$ cat config.mk
export PLATFORM = sky130hd
export DESIGN_NAME = seg7_scan_ctrl
export DESIGN_NICKNAME = d
export VERILOG_FILES = /design/src/rtl/seg7_scan_ctrl.sv
export SDC_FILE = /design/constraint.sdc
export NUM_CORES = 1
export LEC_CHECK = 0
export BUFFER_PORTS_ARGS = -buffer_cell sky130_fd_sc_hd__buf_2
export CELL_PAD_IN_SITES_DETAIL_PLACEMENT = 1
export CELL_PAD_IN_SITES_GLOBAL_PLACEMENT = 1
export CORE_MARGIN = 2
export CORE_UTILIZATION = 38
export CTS_CLUSTER_DIAMETER = 30
export DETAILED_ROUTE_END_ITERATION = 8
export PLACE_DENSITY_LB_ADDON = 0.1
export RECOVER_POWER = 25
export SLEW_MARGIN = 20
export SYNTH_ARGS = -nofsm -noshare
export SYNTH_HDL_FRONTEND = slang
export SYNTH_SLANG_ARGS = --single-unit
export TNS_END_PERCENT = 30
$ cat constraint.sdc
create_clock -name clk -period 10.8 [get_ports clk]
set_clock_uncertainty 0.2 [all_clocks]
set_input_delay 1.08 -clock clk [delete_from_list [all_inputs] [get_ports clk]]
set_output_delay 1.08 -clock clk [all_outputs]
set_load 0.02 [all_outputs]
$ cat src/rtl/seg7_scan_ctrl.sv
// 8-digit time-multiplexed seven-segment scan controller with tear-free frame-boundary updates.
// Optional leading-zero blanking is enabled by defining SEG7_LZ_BLANK_EN.
module seg7_scan_ctrl #(
  parameter int unsigned REFRESH_DIV = 100000
) (
  input  logic        clk,
  input  logic        rst,
  input  logic        load,
  input  logic [31:0] value,
  output logic        ready,
  output logic [7:0]  anode,
  output logic [6:0]  seg,
  output logic        frame_done
);

  localparam int unsigned CW = $clog2(REFRESH_DIV);
  localparam logic [CW-1:0] CNT_MAX = CW'(REFRESH_DIV - 1);

  logic [CW-1:0] cnt;
  logic [2:0]    idx;
  logic [31:0]   shown;
  logic [31:0]   pending;

  logic          tick;
  logic          boundary;
  logic          apply;
  logic [2:0]    idx_next;
  logic [31:0]   shown_next;
  logic [3:0]    nib_next;
  logic [6:0]    seg_next;

  function automatic logic [6:0] hex_seg(input logic [3:0] nib);
    logic [6:0] s;
    case (nib)
      4'h0:    s = 7'b0000001;
      4'h1:    s = 7'b1001111;
      4'h2:    s = 7'b0010010;
      4'h3:    s = 7'b0000110;
      4'h4:    s = 7'b1001100;
      4'h5:    s = 7'b0100100;
      4'h6:    s = 7'b0100000;
      4'h7:    s = 7'b0001111;
      4'h8:    s = 7'b0000000;
      4'h9:    s = 7'b0000100;
      4'hA:    s = 7'b0001000;
      4'hB:    s = 7'b1100000;
      4'hC:    s = 7'b0110001;
      4'hD:    s = 7'b1000010;
      4'hE:    s = 7'b0110000;
      default: s = 7'b0111000;
    endcase
    return s;
  endfunction

  assign tick     = (cnt == CNT_MAX);
  assign idx_next = (idx == 3'd0) ? 3'd7 : idx - 3'd1;
  assign boundary = tick && (idx_next == 3'd7);
  // ready low means a load is waiting; it is promoted only on a frame boundary
  assign apply      = boundary && !ready;
  assign shown_next = apply ? pending : shown;
  assign nib_next   = shown_next[{idx_next, 2'b00} +: 4];

`ifdef SEG7_LZ_BLANK_EN
  logic [7:0] zero_from;

  // zero_from[k]: nibbles k..7 of the value being shown are all zero
  always_comb begin
    zero_from = '0;
    for (int k = 0; k < 8; k++) begin
      zero_from[k] = ~|(shown_next >> (k * 4));
    end
  end

  assign seg_next = ((idx_next != 3'd0) && zero_from[idx_next]) ? 7'b1111111
                                                                 : hex_seg(nib_next);
`else
  assign seg_next = hex_seg(nib_next);
`endif

  always_ff @(posedge clk or negedge rst) begin
    if (!rst) begin
      cnt        <= '0;
      idx        <= 3'd0;
      shown      <= '0;
      pending    <= '0;
      ready      <= 1'b1;
      anode      <= 8'hFF;
      seg        <= 7'b1111111;
      frame_done <= 1'b0;
    end else begin
      frame_done <= boundary;

      if (tick) begin
        cnt   <= '0;
        idx   <= idx_next;
        anode <= ~(8'h01 << idx_next);
        seg   <= seg_next;
      end else begin
        cnt <= cnt + 1'b1;
      end

      if (apply) begin
        shown <= pending;
        ready <= 1'b1;
      end else if (load && ready) begin
        pending <= value;
        ready   <= 1'b0;
      end
    end
  end

endmodule

### Word-level counts from Yosys, hierarchy flattened

Memories as Yosys holds them, arrays and structs flattened. A register that Yosys moved wholly into a read port is not among the register bits.
Index checks and enable logic that the tools add are counted.

* output and inout port bits: 17
* ROM bits: 112
* memories kept: 1
* RAM bits: 0
* logic and storage cells: 29
* latch bits: 0
* input bits: 35
* flip-flop bits (word level): 94

Memories
* (no name shown): words 16, width 7, rd ports 1, clocked after Yosys merged registers in 1, wr ports 0, line 34 `case (nib)`

* $mul: 0
* eq/ne operators: 2
* reduce and logical (&&, ||, !) cells: 8
* $lt $le $gt $ge: 0
* divide/modulo/power cells: 0
* shift operators: 2
* multiplexer cells: 5
* add/subtract/negate cells: 2
* bitwise logic cells: 2

Operators with widths (count)
* two-way mux 32 bit: 1
* variable part select 32 x 6 -> 4 bit: 1
* adder 17 x 1 -> 17 bit (second input constant): 1
* equality test 17 bit (second input constant): 1
* two-way mux 17 bit: 1
* NOT 8 bit: 1
* << shifter 1 x 3 -> 8 bit (first input constant): 1
* equality test 3 bit (second input constant): 1
* logical AND 1 bit: 3
* logical NOT 3 bit: 1
* two-way mux 3 bit: 1
* subtractor 3 x 1 -> 3 bit (second input constant): 1
* logical NOT 1 bit: 2
* two-way mux 1 bit: 2
* AND reduction 2 bit: 1
* nonzero test 2 bit: 1
* NOT 1 bit: 1

### Logic depth before layout (Yosys ltp)

Gate-level depths: netlist of run 1.

* depth after elaboration: 7
* depth in mapped cells: 16
* depth with buffers taken out: 14

### Least setup slack after synthesis of run 1

No wires, ideal clock.

* path kind: reg-to-reg
* from: register idx[0]
* to: register seg[3]
* setup slack: 7296 ps
* clock period less this slack: 3504 ps
* data arrival time: 3232 ps
* path buffers: 0
* stages on the path, launching flop included: 15
* setup time: 72 ps
* data required time: 10528 ps
* path through: dfrtp_1 > inv_1 > ha_1 > ha_1 > or2b_2 > nor2_8 > and3_1 > a211oi_1 > o311a_1 > or3_4 > ha_1 > inv_1 > mux2i_1 > mux2_2 > o21ai_1

* longest elaborated chain between the ends: 7
* elaborated cells on any way between the ends: 8
* those cells by class: add/sub: 1; eq/ne: 1; shift: 1; mux: 2; reduce/logical: 3

RTL lines
* from (decl): line 20 `logic [2:0] idx;`
* from (signal assigned): line 95 `idx <= idx_next;`
* subtractor 3 x 1 -> 3 bit or logical NOT 3 bit (tied branches): line 56 `assign idx_next = (idx == 3'd0) ? 3'd7 : idx - 3'd1;`
* two-way mux 3 bit (*): line 56
* equality test 3 bit: line 57 `assign boundary = tick && (idx_next == 3'd7);`
* logical AND 1 bit: line 57
* logical AND 1 bit: line 59 `assign apply = boundary && !ready;`
* two-way mux 32 bit
* variable part select 32 x 6 -> 4 bit (*): line 61 `assign nib_next = shown_next[{idx_next, 2'b00} +: 4];`
* to (decl): line 12 `output logic [6:0] seg,`

Every way passes the cells marked *; elsewhere a longest branch is shown, timed or not.
A chain may end at the register's enable or synchronous reset.

==> results of run 1 <==
-- path summary, 6_finish.rpt --
path | start | depth (start not counted) | to
setup reg to reg | idx[0] | 14 | seg[0]
hold / removal | seg[2] | 2 | seg[2]
max in group clk | idx[0] | 14 | seg[0]
hold reg to reg | seg[2] | 2 | seg[2]
min in group asynchronous | rst | 1 | frame_done
setup / recovery | rst | 2 | pending[12]
-- flip-flops by register name, summed over array words and instances (netlist names) --
name,cells
idx,3
ready,1
anode,8
cnt,17
pending,32
seg,7
shown,32
frame_done,1
-- per-layer routing --
layer,GRT usage,part of all wire
met1,0.211,0.46
met3,0.0282,0.027
met5,0,0
met4,0.0635,0.020
met2,0.290,0.49
-- through the flow --
stage	cells	area (um^2)	power [mW]	worst slack, ns
final	657	5480	0.791	4.92
after global routing	657	5480	0.818	3.91
after CTS	657	5480	0.800	6.44
after detailed placement	641	5140	0.438	6.47
after global placement	641	5140	0.436	6.58
after floorplan	441	4770	0.418	7.30
-- area by class of cell --
class | count | area, um^2 | share of cell area
clock buffers | 11 | 253 | 0.0462
clock inverters | 5 | 81.3 | 0.0149
inverters | 10 | 42.5 | 0.00777
multi-input cells | 309 | 2080 | 0.379
flip-flops and latches | 101 | 2550 | 0.465
well taps | 168 | 210 | 0.0384
repair buffers | 53 | 264 | 0.0482
-- kinds of logic (layout without fill, tap and decap cells) --
group	count (synthesis)	after routing	share of synthesized area
adder cells (fa/ha/maj)	13	13	0.0341
XOR/XNOR	14	14	0.0257
AND/OR/NAND/NOR	180	180	0.180
multiplexers	45	45	0.110
AO/OA/AOI/OAI	57	57	0.0839
buffers and inverters	31	79	0.0322
flip-flops	101	101	0.534
-- cell usage in the layout, fill, tap and decap left out, types with 11 or more instances in the layout --
master   netlist  final
nand2_1      110    110
dfrtp_1       85     85
buf_2          1     49
mux2_2        36     36
nor2_1        20     20
dfstp_2       16     16
nand3_1       13     13
ha_1          13     13
a21oi_1       12     12
o21ai_0       11     11
-- power by group --
group | switching [mW] | internal (mW) | leakage, nW
clock | 0.146 | 0.216 | 0.162
sequential | 0.00884 | 0.392 | 1.29
combinational | 0.0130 | 0.0147 | 1.25
==> results.md, run 1 <==
* Core region area at 0.0121 mm^2
* Fin crit share at 0.544
* Fill count at 1385
* TritonRoute pass-1 iters at 4
* I/O pin total at 52
* Die X at 116 um
* Max stage delay on crit path at 3.26 ns
* Net count, final at 532
* Worst Setup Path Type: input port to async pin
* Top FF cell, synth: dfrtp_1
* Warnings from Yosys at 0
* Leakage dissipation at 2.70 nW
* Final ANT Viol Nets at 0
* Via density at 5.02
* Initial DRC Count at around 110
* Post-Syn Nets at between 400 and 500
* WL/cell at about 16 um
* WL final at 10.4 mm
* Delay-heaviest family, CP: buffers and inverters
* Mapped Area at approximately 0.0048 mm^2
* Share of post-route cells with drive strength above 1 at 0.286
* Register area share after synthesis at 0.534
* Final core utilization at 0.452
* CTS Buf Count at 9
* Top cells by count, synth: nand2_1 (110), dfrtp_1 (85), mux2_2 (36)
* Post-CTS resize count at 0
* Total track usage at 0.168
* CTS Buffer Depth at 2
* Critical Path Sink Type: async pin
* Crit Path Max Fanout at 85
* Crit path required time at 9.97 ns
* Final setup vio count at 0
* Worst-Skew Late Latency at 0.35 ns
* Reg-to-reg slack, setup at 6.48 ns
* Top cells by area, synth: dfrtp_1 (45%), dfstp_2 (8.8%), nand2_1 (8.7%)
* RSZ-0062 raised after global routing: false
* Initial antenna violation count at 0
* #FFs+latches synth at 101
* EDFF count, synth at 0
* Worst Path Arrival at 5.05 ns
* Crit-path most repeated cell: clkbuf_1
* Buf+Inv Stages, Crit Path at 2
* Worst hold slack at 0.267 ns
* MaxCap Viol Count at 1
* Port-buffer cells at 51
* Power Density at 145 mW/mm^2
* Synth Instances at 441
* Failing checks: capacitance limit, slew limit
* First-pass GRT wire length at 17.3 mm
* Fin. max-slew vios at 86
* Worst hold path class: flop to flop
* Ys async rst share at 1.00
* Yosys cell types at 63
* Worst path slowest cell: clkbuf_1
* Vias in the first global route at 3396
* Final worst path period need at just under 6 ns
* Clock transition at path regs at 0.06 ns
* Full die area at 0.0135 mm^2
* Max Fclk at 170 MHz
* Clk sink count at 101
* Setup bufs post-CTS at 0
* Status: finished with violations
* CTS tree: built
* Root buf cell: clkbuf_16
* Fin. Hold Viols at 0
* H-tree lvl count at 3
* Rel. slew slack at -2.07
* Post-synth top area share at 0.446
* Vias at 3297
* Setup total negative slack at 0 ns
* Syn Area/Cell at 10.8 um^2
* Die Ht at 116 um
* CTS Hold Bufs at 0
* Pin count of the biggest net entering global routing at 86
* Antenna Cells at 0
* Worst-margin pin slew at 4.60 ns
* Residual DRC at 0
* Starting Density at 0.394
* Largest area contributor in the netlist: dfrtp_1
* Global route overflow at 0
* Area grow syn2layout at 14.7%
* Critical Path, Cell by Cell: clkbuf_1 > clkbuf_1
* RePlAce Congestion at slightly above 0.8
* Post-DP HPWL at between 7 and 8 mm
* Worst IR Drop VDD at 0.0748 mV
* Row count at 40
* Worst setup SP type: input port
* Most common cell in the netlist: nand2_1
Power figures use the tool's default switching activity.
==> run 2, diff against run 1 <==
- clock period: 10.8 -> 4.9 ns (I/O delays scaled with it)
==> results.md, run 2 (same netlist as run 1, synthesis figures left out) <==
* Full die area at 0.0135 mm^2 (unchanged)
* Clock transition at path regs at 0.07 ns (about the same)
* Crit Path Max Fanout at 15 (-82%)
* RePlAce Congestion at 0.752 (-7.1%)
* Final worst path period need at 4.05 ns
* Max Fclk at between 200 and 250 MHz
* Residual DRC at 0 (unchanged)
* CTS Buffer Depth at 2 (unchanged)
* Die Ht at 116 um (unchanged)
* MaxCap Viol Count at 1 (unchanged)
* Placed cell areas at 0.00517 mm^2 (+0.44%)
* Row count at 40 (unchanged)
* Clk sink count at 101 (unchanged)
* Final instance area at 0.00552 mm^2 (+0.80%)
* First-pass GRT wire length at 17.4 mm (+0.44%)
* Final core utilization at 0.456 (+0.00362)
* WL final at 10.3 mm (-1.2%)
* CTS tree: built
* Tot Pwr at 1.78 mW (+130%)
* Initial antenna violation count at 0 (unchanged)
* Share of post-route cells with drive strength above 1 at 0.295 (+0.00842)
* Rel. slew slack at -1.01 (+1.06)
* Leakage dissipation at 2.74 nW (+1.3%)
* Worst IR Drop VDD at 0.279 mV (+270%)
* CTS Hold Bufs at 0 (unchanged)
* TritonRoute pass-1 iters at 4 (unchanged)
* Global route overflow at 0 (unchanged)
* Power Density at 323 mW/mm^2 (+120%)
* Crit path required time at 4.99 ns (-4.98 ns)
* Final setup vio count at 0 (unchanged)
* I/O pin total at 52 (unchanged)
* Fin. max-slew vios at 58 (-33%)
* Starting Density at 0.394 (unchanged)
* Worst hold path class: input port to flop
* Fin cells at 660 (+0.46%)
* Post-place setup slack at 0.898 ns (-5.57 ns)
* Setup total negative slack at 0 ns (unchanged)
* Port-buffer cells at 51 (unchanged)
* Hold Path Cell Cnt at 2 (unchanged)
* Failing checks: capacitance limit, slew limit
* Fill count at 1357 (-2.0%)
* Worst setup SP type: flop
* Post-DP HPWL at 7.21 mm (-1.1%)
* Pin count of the biggest net entering global routing at 58 (-33%)
* Root buf cell: clkbuf_16
* Status: finished with violations
* Antenna Cells at 0 (unchanged)
* H-tree lvl count at 3 (unchanged)
* Fin. Hold Viols at 0 (unchanged)
* Vias at 3288 (-0.27%)
* Initial DRC Count at 110 (+2.8%)
* Top Registers: pending (32), shown (32), cnt (17)
* Area grow syn2layout at 15.6%
* Core region area at 0.0121 mm^2 (unchanged)
* Worst Path Arrival at 4.13 ns (-0.92 ns)
* Placed Cells at 644 (+0.47%)
* Worst Setup Path Type: flop to flop
* Worst-margin pin slew at 3.01 ns (-1.59 ns)
* Fin crit share at 0.826
* WL/cell at 15.6 um (-1.6%)
* Register area at 0.00255 mm^2 (unchanged)
* Post-CTS resize count at 0 (unchanged)
* Vias in the first global route at 3472 (+2.2%)
* Critical Path Sink Type: flop
* RSZ-0062 raised after global routing: false
* Area of the multi-input gates at 0.00207 mm^2 (-0.24%)
* Total track usage at 0.169 (+0.000965)
* Register-to-Register Path Depth at 14 (unchanged)
* CTS Buf Count at 9 (unchanged)
* Final ANT Viol Nets at 0 (unchanged)
* Worst-Skew Late Latency at 0.35 ns (about the same)
* Setup bufs post-CTS at 0 (unchanged)
* Die X at 116 um (unchanged)
* Most frequent cells in the layout: nand2_1 (110), dfrtp_1 (85), buf_2 (50)
* Most common cell after layout, fill and taps aside: nand2_1
* Via density at 4.98 (-0.73%)
* Worst setup margin at 0.851 ns (-4.07 ns)
* Net count, final at 535 (+0.56%)
* Worst hold slack at 0.116 ns (-0.151 ns)
## run 2: worst max-delay path: stages, from the launching register on
cell and delay (ns):
dfrtp_1 0.44, inv_1 0.11, ha_1 0.21, ha_1 0.48, or2b_2 0.43, nor2_8 0.18
and3_1 0.20, a211oi_1 0.06, o311a_1 0.35, or3_4 0.43, ha_1 0.31, inv_1 0.09
mux2i_1 0.07, mux2_2 0.29, o21ai_1 0.11
## run 2: power by group
| group | switching [mW] | total [mW] | internal (mW) |
|---|---|---|---|
| sequential | 0.0199 | 0.885 | 0.865 |
| combinational | 0.0279 | 0.0607 | 0.0329 |
| clock | 0.320 | 0.838 | 0.518 |
## run 2: final timing paths
kind	start	endpoint	slack, ns
max in group asynchronous	rst	ready	1.75
min in group asynchronous	rst	cnt[9]	0.91
setup / recovery	idx[0]	seg[3]	0.85
hold reg to reg	seg[2]	seg[2]	0.26
hold / removal	load	ready	0.12
setup reg to reg	idx[0]	seg[3]	0.85
## run 2: layer usage
metal	GRT usage	share of wire	vias to the layer above
met2	0.283	0.49	46
met3	0.0554	0.036	12
met1	0.209	0.46	1627
met5	0	0	-
met4	0.0468	0.016	0
li1	-	-	1603
## run 2: layout make-up
type	count	area share
flip-flops and latches	101	0.462
multi-input cells	309	0.375
repair buffers	56	0.0528
inverters	10	0.00771
clock inverters	6	0.0211
well taps	168	0.0381
clock buffers	10	0.0433
==> run 3, diff against run 2 <==
- clock period: 4.9 -> 4.02 ns (I/O delays scaled with it)
==> results.md, run 3 (same netlist as run 1, synthesis figures left out) <==
* Clock transition at path regs at 0.07 ns (about the same)
* Fill count at 1392 (+2.6%)
* Delay-heaviest family, CP: simple AND/OR/NAND/NOR gates
* Buf+Inv Stages, Crit Path at 2 (unchanged)
* Max stage delay on crit path at 0.44 ns (-0.04 ns)
* Most common cell after layout, fill and taps aside: nand2_1
* RePlAce Congestion at 0.776 (+3.1%)
* Starting Density at 0.394 (unchanged)
* WL final at 10.4 mm (+0.86%)
* Max Fclk at 263 MHz (+6.5%)
* Area grow syn2layout at 15.5%
* Vias at 3290 (+0.061%)
* Worst IR Drop VDD at 0.281 mV (+0.74%)
* First-pass GRT wire length at 17.7 mm (+1.7%)
* Tot Pwr at 2.05 mW (+15%)
* Worst Path Arrival at 3.88 ns (-0.25 ns)
* Failing checks: capacitance limit, slew limit
* Core region area at 0.0121 mm^2 (unchanged)
* Vias in the first global route at 3374 (-2.8%)
* Post-CTS resize count at 0 (unchanged)
* Net Switching at 0.463 mW (+26%)
* Worst Setup Path Type: flop to flop
* WL/cell at 15.6 um (about the same)
* CTS Buf Count at 9 (unchanged)
* H-tree lvl count at 3 (unchanged)
* Die Ht at 116 um (unchanged)
* Worst-margin pin slew at 1.53 ns (-1.48 ns)
* Fin crit share at 0.946 (+0.119)
* Final core utilization at 0.455 (-0.000517)
* CP endpoint: seg[3]
* Rel. slew slack at -0.0223 (+0.985)
* Residual DRC at 0 (unchanged)
* WP depth at 14 (unchanged)
* Post-DP HPWL at 7.61 mm (+5.6%)
* Crit path required time at 4.10 ns (-0.89 ns)
* Fin. max-slew vios at 29 (-50%)
* Placed cell areas at 0.00520 mm^2 (+0.73%)
* Clock power share at 0.437 (-0.033)
* MaxCap Viol Count at 1 (unchanged)
* Final setup vio count at 0 (unchanged)
* I/O pin total at 52 (unchanged)
* Worst reg2reg endpoint: seg[3]
* Full die area at 0.0135 mm^2 (unchanged)
* Total track usage at 0.173 (+0.00401)
* Fin. Hold Viols at 0 (unchanged)
* Worst setup path start: idx[0]
* Crit Path Max Fanout at 10 (-5)
* Final ANT Viol Nets at 0 (unchanged)
* Top Registers: pending (32), shown (32), cnt (17)
* Most frequent cells in the layout: nand2_1 (110), dfrtp_1 (85), buf_2 (49)
* Final worst path period need at 3.80 ns (-0.247 ns)
* Pin count of the biggest net entering global routing at 48 (-17%)
* Worst setup SP type: flop
* Antenna Cells at 0 (unchanged)
* Initial DRC Count at 170 (+55%)
* Reg-to-reg slack, setup at 0.22 ns (-0.63 ns)
* CTS Buffer Depth at 2 (unchanged)
* Final instance area at 0.00551 mm^2 (-0.11%)
* Net count, final at 541 (+1.1%)
* Hold Path Cell Cnt at 2 (unchanged)
* Leakage dissipation at 2.73 nW (about the same)
* Port-buffer cells at 51 (unchanged)
* Via density at 4.94 (-0.84%)
* Global route overflow at 0 (unchanged)
* Worst r2r src: idx[0]
* Initial antenna violation count at 0 (unchanged)
* Die X at 116 um (unchanged)
* Switching Share at 0.226 (+0.0196)
* Power Density at 372 mW/mm^2 (+15%)
* CTS tree: built
* RSZ-0062 raised after global routing: false
* Critical Path Sink Type: flop
* Worst-Skew Late Latency at 0.36 ns (about the same)
* P_int at 1.59 mW (+12%)
* Logic pwr share at 0.037 (+0.003)
* Worst hold slack at 0.0398 ns (-0.0766 ns)
* Root buf cell: clkbuf_16
* Worst hold path class: input port to flop
* TritonRoute pass-1 iters at 4 (unchanged)
* Setup total negative slack at 0 ns (unchanged)
* Status: finished with violations
* Share of post-route cells with drive strength above 1 at 0.295 (+0.000465)
* Critical Path, Cell by Cell: inv_1 > ha_1 > ha_1 > or2b_2 > nor2_8 > and3_1 > a211oi_1 > o311a_1 > or3_4 > ha_1 > inv_1 > mux2i_1 > mux2_2 > o21ai_1
* Seq pwr share at 0.526 (+0.030)
* Row count at 40 (unchanged)
* Crit-path most repeated cell: ha_1
* Hold path startpoint: load
* Register-to-Register Path Depth at 14 (unchanged)
* Clk sink count at 101 (unchanged)
* Worst path slowest cell: dfrtp_1
run 3: worst register-to-register path, delay by kind of cell (launching register included):
kind | cells | cell delay (ns)
AND/OR/NAND/NOR | 4 | 1.16
adder cells (fa/ha/maj) | 3 | 0.81
AO/OA/AOI/OAI | 3 | 0.53
flip-flops | 1 | 0.44
multiplexers | 2 | 0.37
buffers and inverters | 2 | 0.22
run 3: routing by layer:
metal	vias up	GRT usage	share of wire
met5	-	0	0
met4	0	0.0556	0.013
met3	9	0.0439	0.031
met2	44	0.294	0.50
met1	1623	0.217	0.46
li1	1614	-	-
run 3: power groups by stage:
stage	clock, mW	combinational (mW)	sequential, mW
floorplan	0	0.0354	1.09
global placement	0	0.0750	1.10
detailed placement	0	0.0787	1.10
CTS	0.925	0.0797	1.08
global route	0.965	0.0876	1.08
finish	0.895	0.0753	1.08
run 3: how the worst min path moves through the flow:
stage,to,slack [ns]
2_1_floorplan,cnt[0],-0.09
4_1_cts,ready,0.03
6_report,ready,0.04
5_1_grt,ready,0.05
3_3_place_gp,cnt[9],0.14
3_5_place_dp,cnt[4],0.15
run 3: repair_timing:
item                                   CTS  global route
hold buffers                             1             0
endpoints found under the hold margin   25             0
setup buffers                            0             0
run 3: metrics by stage:
stage	cells	worst slack (ns)
floorplan	441	0.516
global placement	649	0.384
detailed placement	649	0.229
CTS	666	0.210
global route	666	0.0262
finish	666	0.218
run 3: final cells by class:
| type | instances | area, um^2 | share of cell area |
|---|---|---|---|
| repair buffers | 62 | 334 | 0.0606 |
| clock inverters | 7 | 81.3 | 0.0148 |
| clock buffers | 9 | 225 | 0.0409 |
| flip-flops and latches | 101 | 2550 | 0.462 |
| well taps | 168 | 210 | 0.0381 |
| inverters | 10 | 42.5 | 0.00772 |
| multi-input cells | 309 | 2070 | 0.376 |
